===== src/rtl/cache_data_bank.sv =====
// Set-associative cache data bank: byte-enabled CPU word writes, registered all-ways
// read (1-cycle latency), and a line-fill engine that streams a whole line into one way/set.
module cache_data_bank #(
    parameter int WIDTH      = 8,
    parameter int WAYS       = 4,
    parameter int TOTAL_SIZE = 16,
    parameter int LINE_WORDS = 4
) (
    input  logic                            clk,
    input  logic                            rst,
    input  logic                            rd_en,
    input  logic [$clog2(TOTAL_SIZE/WAYS)-1:0] rd_index,
    input  logic [$clog2(LINE_WORDS)-1:0]   rd_offset,
    output logic                            rd_valid,
    output logic [WAYS*WIDTH-1:0]           rd_data,
    input  logic                            wr_en,
    input  logic [$clog2(WAYS)-1:0]         wr_way,
    input  logic [$clog2(TOTAL_SIZE/WAYS)-1:0] wr_index,
    input  logic [$clog2(LINE_WORDS)-1:0]   wr_offset,
    input  logic [WIDTH-1:0]                wr_data,
    input  logic [WIDTH/8-1:0]              wr_be,
    input  logic                            fill_start,
    input  logic [$clog2(WAYS)-1:0]         fill_way,
    input  logic [$clog2(TOTAL_SIZE/WAYS)-1:0] fill_index,
    input  logic                            fill_valid,
    input  logic [WIDTH-1:0]                fill_data,
    output logic                            fill_ready,
    output logic                            fill_done,
    output logic                            busy
);
    localparam int SETS = TOTAL_SIZE / WAYS;
    localparam int IW   = $clog2(SETS);
    localparam int OW   = $clog2(LINE_WORDS);
    localparam int WW   = $clog2(WAYS);
    localparam int NB   = WIDTH / 8;

    typedef enum logic [1:0] {IDLE, FILL, DONE} state_t;

    state_t           r_state;
    logic [WW-1:0]    r_fill_way;
    logic [IW-1:0]    r_fill_index;
    logic [OW-1:0]    r_cnt;
    logic             r_busy;
    logic             r_fill_ready;
    logic             r_fill_done;
    logic             r_rd_valid;
    logic [WIDTH-1:0] r_mem [WAYS][SETS][LINE_WORDS];

    logic w_cpu_ok;
    logic w_rd_acc;
    logic w_wr_acc;
    logic w_fill_wr;

    // The CPU port is open only in IDLE, including the cycle a fill is started.
    assign w_cpu_ok  = (r_state == IDLE);
    assign w_rd_acc  = rd_en & w_cpu_ok;
    assign w_wr_acc  = wr_en & w_cpu_ok;
    assign w_fill_wr = (r_state == FILL) & fill_valid;

    assign rd_valid   = r_rd_valid;
    assign fill_ready = r_fill_ready;
    assign fill_done  = r_fill_done;
    assign busy       = r_busy;

    always_ff @(posedge clk or posedge rst) begin
        if (rst) begin
            r_state      <= IDLE;
            r_fill_way   <= '0;
            r_fill_index <= '0;
            r_cnt        <= '0;
            r_busy       <= 1'b0;
            r_fill_ready <= 1'b0;
            r_fill_done  <= 1'b0;
        end else begin
            r_fill_done <= 1'b0;
            case (r_state)
                IDLE: begin
                    if (fill_start) begin
                        r_state      <= FILL;
                        r_fill_way   <= fill_way;
                        r_fill_index <= fill_index;
                        r_cnt        <= '0;
                        r_busy       <= 1'b1;
                        r_fill_ready <= 1'b1;
                    end
                end
                FILL: begin
                    if (fill_valid) begin
                        r_cnt <= r_cnt + 1'b1;
                        // Line sizes are powers of two, so all-ones marks the last word.
                        if (&r_cnt) begin
                            r_state      <= DONE;
                            r_fill_ready <= 1'b0;
                            r_fill_done  <= 1'b1;
                        end
                    end
                end
                DONE: begin
                    r_state <= IDLE;
                    r_busy  <= 1'b0;
                end
                default: begin
                    r_state      <= IDLE;
                    r_busy       <= 1'b0;
                    r_fill_ready <= 1'b0;
                end
            endcase
        end
    end

    always_ff @(posedge clk or posedge rst) begin
        if (rst) begin
            for (int w = 0; w < WAYS; w++)
                for (int s = 0; s < SETS; s++)
                    for (int o = 0; o < LINE_WORDS; o++)
                        r_mem[w][s][o] <= '0;
            r_rd_valid <= 1'b0;
        end else begin
            r_rd_valid <= w_rd_acc;
            if (w_wr_acc) begin
                for (int b = 0; b < NB; b++)
                    if (wr_be[b])
                        r_mem[wr_way][wr_index][wr_offset][8*b +: 8] <= wr_data[8*b +: 8];
            end
            if (w_fill_wr)
                r_mem[r_fill_way][r_fill_index][r_cnt] <= fill_data;
        end
    end

    // One read register per way; they see pre-write contents on a same-cycle collision.
    genvar gi;
    generate
        for (gi = 0; gi < WAYS; gi++) begin : g_way
            logic [WIDTH-1:0] r_word;
            always_ff @(posedge clk or posedge rst) begin
                if (rst)
                    r_word <= '0;
                else if (w_rd_acc)
                    r_word <= r_mem[gi][rd_index][rd_offset];
            end
            assign rd_data[gi*WIDTH +: WIDTH] = r_word;
        end
    endgenerate

endmodule


===== config.mk =====
export PLATFORM = sky130hd
export DESIGN_NAME = cache_data_bank
export DESIGN_NICKNAME = d
export VERILOG_FILES = /design/src/rtl/cache_data_bank.sv
export SDC_FILE = /design/constraint.sdc
export NUM_CORES = 2
export LEC_CHECK = 0
export CAP_MARGIN = 20
export CORE_MARGIN = 4
export CORE_UTILIZATION = 35
export DETAILED_ROUTE_END_ITERATION = 6
export HOLD_SLACK_MARGIN = 0.06
export PLACE_DENSITY = 0.52
export SETUP_SLACK_MARGIN = 0.15
export SLEW_MARGIN = 10
export SYNTH_ARGS = -nofsm -noshare
export SYNTH_HDL_FRONTEND = slang
export SYNTH_SLANG_ARGS = --single-unit
export TNS_END_PERCENT = 100

===== constraint.sdc =====
create_clock -name clk -period 47.9 [get_ports clk]
set_input_delay 7.185 -clock clk [delete_from_list [all_inputs] [get_ports clk]]
set_output_delay 7.185 -clock clk [all_outputs]
set_load 0.03 [all_outputs]

; Word-level counts from Yosys, hierarchy flattened
; Index checks and enable logic that the tools add are counted.
; Widths: inputs -> output; s select.
[totals]
register_bits = 556
in_bits = 37
output_inout_bits = 36
wordCells = 179
[classes]
n_addsub = 1
magnitude_cmp = 14
n_eq_ne = 5
n_mux = 56
n_bitwise = 13
n_reduce_logical = 14
[ops]
columns = op, n
row1 = $mux 512, 3
row2 = $bwmux 512, 2
row3 = $demux 128 s2, 2
row4 = $mux 32, 10
row5 = $bmux 32 s2, 4
row6 = $mux 128, 2
row7 = $demux 32 s2, 2
row8 = $mux 8, 10
row9 = $bmux 8 s2, 4
row10 = $demux 8 s2, 2
row11 = $ge 3x3->1 const B, 8
row12 = $not 2->3, 8
row13 = $lt 3x1->1 const B, 6
row14 = $mux 2, 5
row15 = $pmux 2 s2, 2
row16 = $logic_and 1x1->1, 6
row17 = $mux 1, 6
row18 = $reduce_and 2->1, 3
row19 = $reduce_and 3->1, 2
row20 = $ne 2x2->1 const B, 2
row21 = $reduce_and 4->1, 1
row22 = $and 1x1->1, 3
row23 = $pmux 1 s3, 1
row24 = $add 2x1->2 const B, 1
row25 = 7 further kinds, 8

; Logic depth before layout (Yosys ltp)
[depth]
word_depth = 14
depth_mapped = 9
ltp_nobuf = 6

; Worst setup path before layout
; Ideal clock, no wire load.
[synth_path]
path_kind = input port to flip-flop
start = input rd_index[0]
end = register g_way[0].r_word[0]
setup_time_ns = 0.127
arrival_ns = 8.573
t_required_ns = 47.773
path_slack_ns = 39.200
cell_stages = 6
n_path_buf = 3
path_cell_list = buf_4 > buf_4 > buf_2 > mux4_2 > o21ai_0 > o21ai_1
[synth_via]
elab_chain_cells = 7
[synth_lines]
columns = element, line
row1 = "start, declared", 12  ; input logic [$clog2(TOTAL_SIZE/WAYS)-1:0] rd_index,
row2 = $not 2->3 (not written as such), 139  ; r_word <= r_mem[gi][rd_index][rd_offset];
row3 = $bmux 32 s2, 139
row4 = $mux 32 (not written as such) (2 in series), 139
row5 = $bmux 8 s2, 139
row6 = $mux 8 (not written as such) (2 in series), 139
row7 = "end signal, assigned", 139
row8 = "end, declared", 134  ; logic [WIDTH-1:0] r_word;
; No other way between the ends. The select of a mux whose other input is x is not followed.
; A chain may end at the register's enable or synchronous reset.

; Worst setup path in the final report
[layout_path]
start = input wr_en
end = register r_mem[238] in the netlist's numbering
[layout_via]
elab_chain_cells = 4
[layout_lines]
columns = element, line
row1 = "start, declared", 16  ; input logic wr_en,
row2 = $and 1x1->1 *, 57  ; assign w_wr_acc = wr_en & w_cpu_ok;
row3 = $mux 512 *, 120  ; if (w_wr_acc) begin
row4 = $bwmux 512, 126  ; r_mem[r_fill_way][r_fill_index][r_cnt] <= fill_data;
row5 = $mux 512 *, 125  ; if (w_fill_wr)
row6 = "end signal, assigned by index", 123  ; r_mem[wr_way][wr_index][wr_offset][8*b +: 8] <= wr_data[8*b +: 8];
row7 = "end signal, assigned by index", 126
row8 = "end, declared", 47  ; logic [WIDTH-1:0] r_mem [WAYS][SETS][LINE_WORDS];
; Mark *: on every way between the ends. The rest lies on a longest branch, timed or not.

==> flow_results.xml <==
<?xml version="1.0" encoding="UTF-8"?>
<metrics>
  <group name="detailed_routing">
    <metric name="route.antenna.remaining_nets" unit="">0</metric>
    <metric name="wirelength" unit="mm">102</metric>
    <metric name="avgRoutedWirePerCell" unit="microns">25.4</metric>
    <metric name="drt_pre_antenna_iters" unit="">6</metric>
    <metric name="via_count" unit="">22704</metric>
    <metric name="drt_iter0_markers" unit="">1930</metric>
    <metric name="vias_per_cell" unit="">5.64</metric>
    <metric name="drc" unit="">0</metric>
  </group>
  <group name="finish">
    <metric name="flow.area_growth_from_synthesis" unit="%">10.1</metric>
    <metric name="drive_gt1_frac" unit="">0.143</metric>
    <metric name="nets" unit="">2851</metric>
    <metric name="fillCellCount" unit="">8475</metric>
    <metric name="multi_input_area" unit="sq mm">0.0158</metric>
    <metric name="ff_latch_area" unit="sq mm">0.0139</metric>
    <metric name="instances_no_fill" unit="">4024</metric>
  </group>
  <group name="timing">
    <metric name="finalCritPeriodShare" unit="">0.204</metric>
    <metric name="final-setup-viol-count" unit="">0</metric>
    <metric name="maximum_operating_frequency" unit="MHz">102</metric>
    <metric name="finalHoldViolCount" unit="">0</metric>
    <metric name="fin_skew" unit="ns">0.0136</metric>
    <metric name="slew_headroom" unit="">0.272</metric>
    <metric name="grt_setup_unrepaired" unit="">no</metric>
    <metric name="period_minus_slack" unit="ns">9.77</metric>
    <metric name="fin_tns_setup" unit="ns">0</metric>
    <metric name="tightestPinTransition" unit="ns">1.09</metric>
    <metric name="slew_violations" unit="">0</metric>
  </group>
  <group name="logic_synthesis">
    <metric name="synth_area_per_cell" unit="sq um">10.7</metric>
    <metric name="proportion_of_register_bits_with_asynchronous_set_or_reset_after_synthesis" unit="">1.00</metric>
    <metric name="synth_simple_gate_area_share" unit="">0.126</metric>
    <metric name="synth_mux_area_frac" unit="">0.266</metric>
    <metric name="ys_ff_latch" unit="">556</metric>
    <metric name="synth_warnings" unit="">0</metric>
    <metric name="post_synth_main_area_contributors" unit="">sky130_fd_sc_hd__dfrtp_1, sky130_fd_sc_hd__mux2i_1, sky130_fd_sc_hd__a21oi_1</metric>
    <metric name="synth_top_area_share" unit="">0.445</metric>
    <metric name="netlist_instances" unit="">2926</metric>
    <metric name="post-synth-top-area-cell" unit="">sky130_fd_sc_hd__dfrtp_1</metric>
    <metric name="synth_cell_type_count" unit="">54</metric>
    <metric name="synth-edff-count" unit="">0</metric>
    <metric name="synth_compound_area_frac" unit="">0.110</metric>
    <metric name="postSynthNetCount" unit="">2967</metric>
    <metric name="synth_top_family_by_area" unit="">multiplexers</metric>
    <metric name="yosys.area_share.xor_xnor" unit="">0</metric>
    <metric name="mappedNetlistArea" unit="sq mm">0.0313</metric>
    <metric name="synthAdderAreaFrac" unit="">0.00160</metric>
    <metric name="seq_area_frac_synth" unit="">0.445</metric>
    <metric name="synthFlopType" unit="">sky130_fd_sc_hd__dfrtp_1</metric>
  </group>
  <group name="placed_design">
    <metric name="dp_hpwl" unit="mm">59.3</metric>
    <metric name="io_buffer_count" unit="">72</metric>
    <metric name="gp_congestion" unit="">0.793</metric>
    <metric name="post-place-cells" unit="">3905</metric>
  </group>
  <group name="worst_setup_path">
    <metric name="critical_path.startpoint_type" unit="">input pin</metric>
    <metric name="timing.critical_path.slowest_cell_delay" unit="ns">0.84</metric>
    <metric name="timing.critical_path.buf_inv" unit="">2</metric>
    <metric name="cpMaxStageDelayCell" unit="">sky130_fd_sc_hd__buf_4</metric>
    <metric name="cp_max_fo" unit="">58</metric>
    <metric name="cpLargestDelayFamily" unit="">buffers and inverters</metric>
    <metric name="crit_chain" unit="">clkdlybuf4s50_1 -&gt; nor4bb_4 -&gt; buf_4 -&gt; nand4_2 -&gt; mux2i_1 -&gt; a21oi_1</metric>
    <metric name="crit_path_end_kind" unit="">flop</metric>
    <metric name="cp_data_arrival_time" unit="ns">10.23</metric>
    <metric name="worst_path_required_time" unit="ns">48.36</metric>
    <metric name="crit_type" unit="">in2reg</metric>
  </group>
  <group name="global_route">
    <metric name="maximum_number_of_pins_on_one_net_before_global_route_repair" unit="">133</metric>
    <metric name="grt_first_pass_wirelength" unit="mm">152</metric>
    <metric name="grt.total_usage" unit="">0.215</metric>
    <metric name="number_of_global_route_vias_before_repair" unit="">22957</metric>
    <metric name="initial_antenna_violation_count" unit="">2</metric>
    <metric name="gr-total-overflow" unit="">0</metric>
  </group>
  <group name="floorplanning">
    <metric name="die_h" unit="microns">307</metric>
    <metric name="top_level_ports" unit="">73</metric>
    <metric name="placementRows" unit="">109</metric>
    <metric name="starting_utilization_of_the_core_area" unit="">0.354</metric>
    <metric name="die_width" unit="microns">307</metric>
    <metric name="fp.coreArea" unit="sq mm">0.0885</metric>
    <metric name="design.die.area" unit="sq mm">0.0942</metric>
  </group>
  <group name="cts">
    <metric name="cts_num_sinks" unit="">556</metric>
    <metric name="cts_max_level" unit="">3</metric>
    <metric name="cts_tree" unit="">built</metric>
    <metric name="maximum_buffer_depth_of_the_clock_tree" unit="">3</metric>
    <metric name="clkSlewWorstSetupHoldPaths" unit="ns">0.05</metric>
    <metric name="cts.root.buffer_cell" unit="">sky130_fd_sc_hd__clkbuf_16</metric>
    <metric name="post_cts_buffers" unit="">0</metric>
    <metric name="clock_insertion_delay_worst_skew" unit="ns">0.60</metric>
    <metric name="cts-buffers-inserted" unit="">66</metric>
    <metric name="post_cts_hold_buffer_count" unit="">0</metric>
    <metric name="quantity_of_gates_resized_following_cts" unit="">0</metric>
  </group>
  <group name="flow_run">
    <metric name="cap_violations" unit="">0</metric>
  </group>
  <group name="hold_path">
    <metric name="worst_hold_path_type" unit="">reg2reg</metric>
  </group>
  <group name="power_and_ir_drop">
    <metric name="post-layout-total-power" unit="mW">1.85</metric>
    <metric name="vdd_ir_drop_max" unit="V">0.0000271</metric>
    <metric name="p_per_area" unit="mW/mm^2">53.6</metric>
    <metric name="leakagePower" unit="nW">18.0</metric>
  </group>
  <group name="run_status">
    <metric name="outcome" unit="">completed</metric>
  </group>
</metrics>
==> routing by layer <==
metal | vias up | wire length [microns] | track usage
li1 | 10283 | - | -
met4 | 2 | 3690 | 0.0736
met5 | - | 17 | 0
met1 | 11469 | 44200 | 0.289
met2 | 764 | 47600 | 0.344
met3 | 186 | 6610 | 0.0461
==> logic make-up after synthesis <==
kind of cell	after synthesis
and+or+nand+nor	697
buffers and inverters	315
DFF	556
adders and majority gates	4
muxes	710
AOI/OAI and AO/OA	644
==> worst reg2reg max path, stage by stage, from the launching register on <==
cell and delay [ns]:
sky130_fd_sc_hd__dfrtp_1 0.53, sky130_fd_sc_hd__nor4bb_4 0.71, sky130_fd_sc_hd__buf_4 0.84, sky130_fd_sc_hd__nand4_2 0.67, sky130_fd_sc_hd__mux2i_1 0.35, sky130_fd_sc_hd__a21oi_1 0.09
==> synth_stat cells, drive strengths merged, types with 2 or more instances <==
cell type  instances
mux2i            580
dfrtp            556
nor2             524
a21oi            514
buf              185
clkbuf           121
mux4              94
nand4             66
o21ai             60
mux2              36
a22oi             33
a22o              30
nand4b            18
and4              17
nand3             17
nand3b            15
inv                8
and4bb             6
nand2              6
and4b              5
and3               4
ha                 4
nor2b              4
nor4b              4
and2               2
and3b              2
nor4               2
nor4bb             2
==> cell usage in the layout, fill, tap and decap left out, drive strengths merged, types with 18 or more instances in the layout <==
cell | synthesis | layout
mux2i | 580 | 580
buf | 185 | 70
a22o | 30 | 30
clkdlybuf4s50 | 0 | 51
mux4 | 94 | 94
mux2 | 36 | 36
clkbuf | 121 | 109
dfrtp | 556 | 556
a22oi | 33 | 33
nand4b | 18 | 18
nor2 | 524 | 524
nand4 | 66 | 66
a21oi | 514 | 514
o21ai | 60 | 60
==> area by class of cell <==
cell class                      instances  area share
Clock buffer                          108      0.0612
Clock inverter                          8     0.00200
Inverter                                9     0.00124
Multi-Input combinational cell       2055       0.458
Timing Repair Buffer                  122      0.0308
Antenna cell                            1   0.0000727
Sequential cell                       556       0.404
Tap cell                             1165      0.0423
==> registers in the layout, indices dropped and copies added (netlist names) <==
name          count
fill_ready        1
busy              1
rd_valid          1
r_fill_index      2
r_fill_way        2
r_cnt             2
fill_done         1
g_way.r_word     32
r_state           2
r_mem           512
==> report_power, final <==
| group | internal, mW | switching (mW) | total, mW |
|---|---|---|---|
| combinational | 0.259 | 0.298 | 0.557 |
| clock | 0.305 | 0.203 | 0.508 |
| sequential | 0.662 | 0.120 | 0.783 |
| total | 1.23 | 0.621 | 1.85 |
==> through the flow <==
| step | hold WS, ns | setup WS, ns | utilization | cell area (sq um) |
|---|---|---|---|---|
| 3_3_place_gp | 0.514 | 37.47 | 0.363 | 32200 |
| 2_1_floorplan | 0.495 | 25.17 | - | 31300 |
| 4_1_cts | 0.537 | 38.04 | 0.388 | 34400 |
| 6_report | 0.539 | 38.13 | 0.389 | 34400 |
| 3_5_place_dp | 0.513 | 37.40 | 0.364 | 32200 |
| 5_1_grt | 0.583 | 37.83 | 0.389 | 34400 |
==> worst paths after layout <==
check / startpoint / end / slack (ns) / depth (start not counted)
worst max-delay path: wr_en / r_mem[238]$_DFF_PP0_ / 38.13 / 6
max in group asynchronous: rst / r_fill_way[0]$_DFFE_PP0P_ / 38.38 / 4
worst min register to register: busy$_DFFE_PP0P_ / busy$_DFFE_PP0P_ / 0.54 / 2
worst min-delay path: busy$_DFFE_PP0P_ / busy$_DFFE_PP0P_ / 0.54 / 2
worst max register to register: r_state[1]$_DFFE_PP0P_ / r_mem[238]$_DFF_PP0_ / 44.58 / 5
min in group asynchronous: rst / r_mem[258]$_DFF_PP0_ / 7.16 / 2
Note: power is estimated with default switching activity, not from simulation.
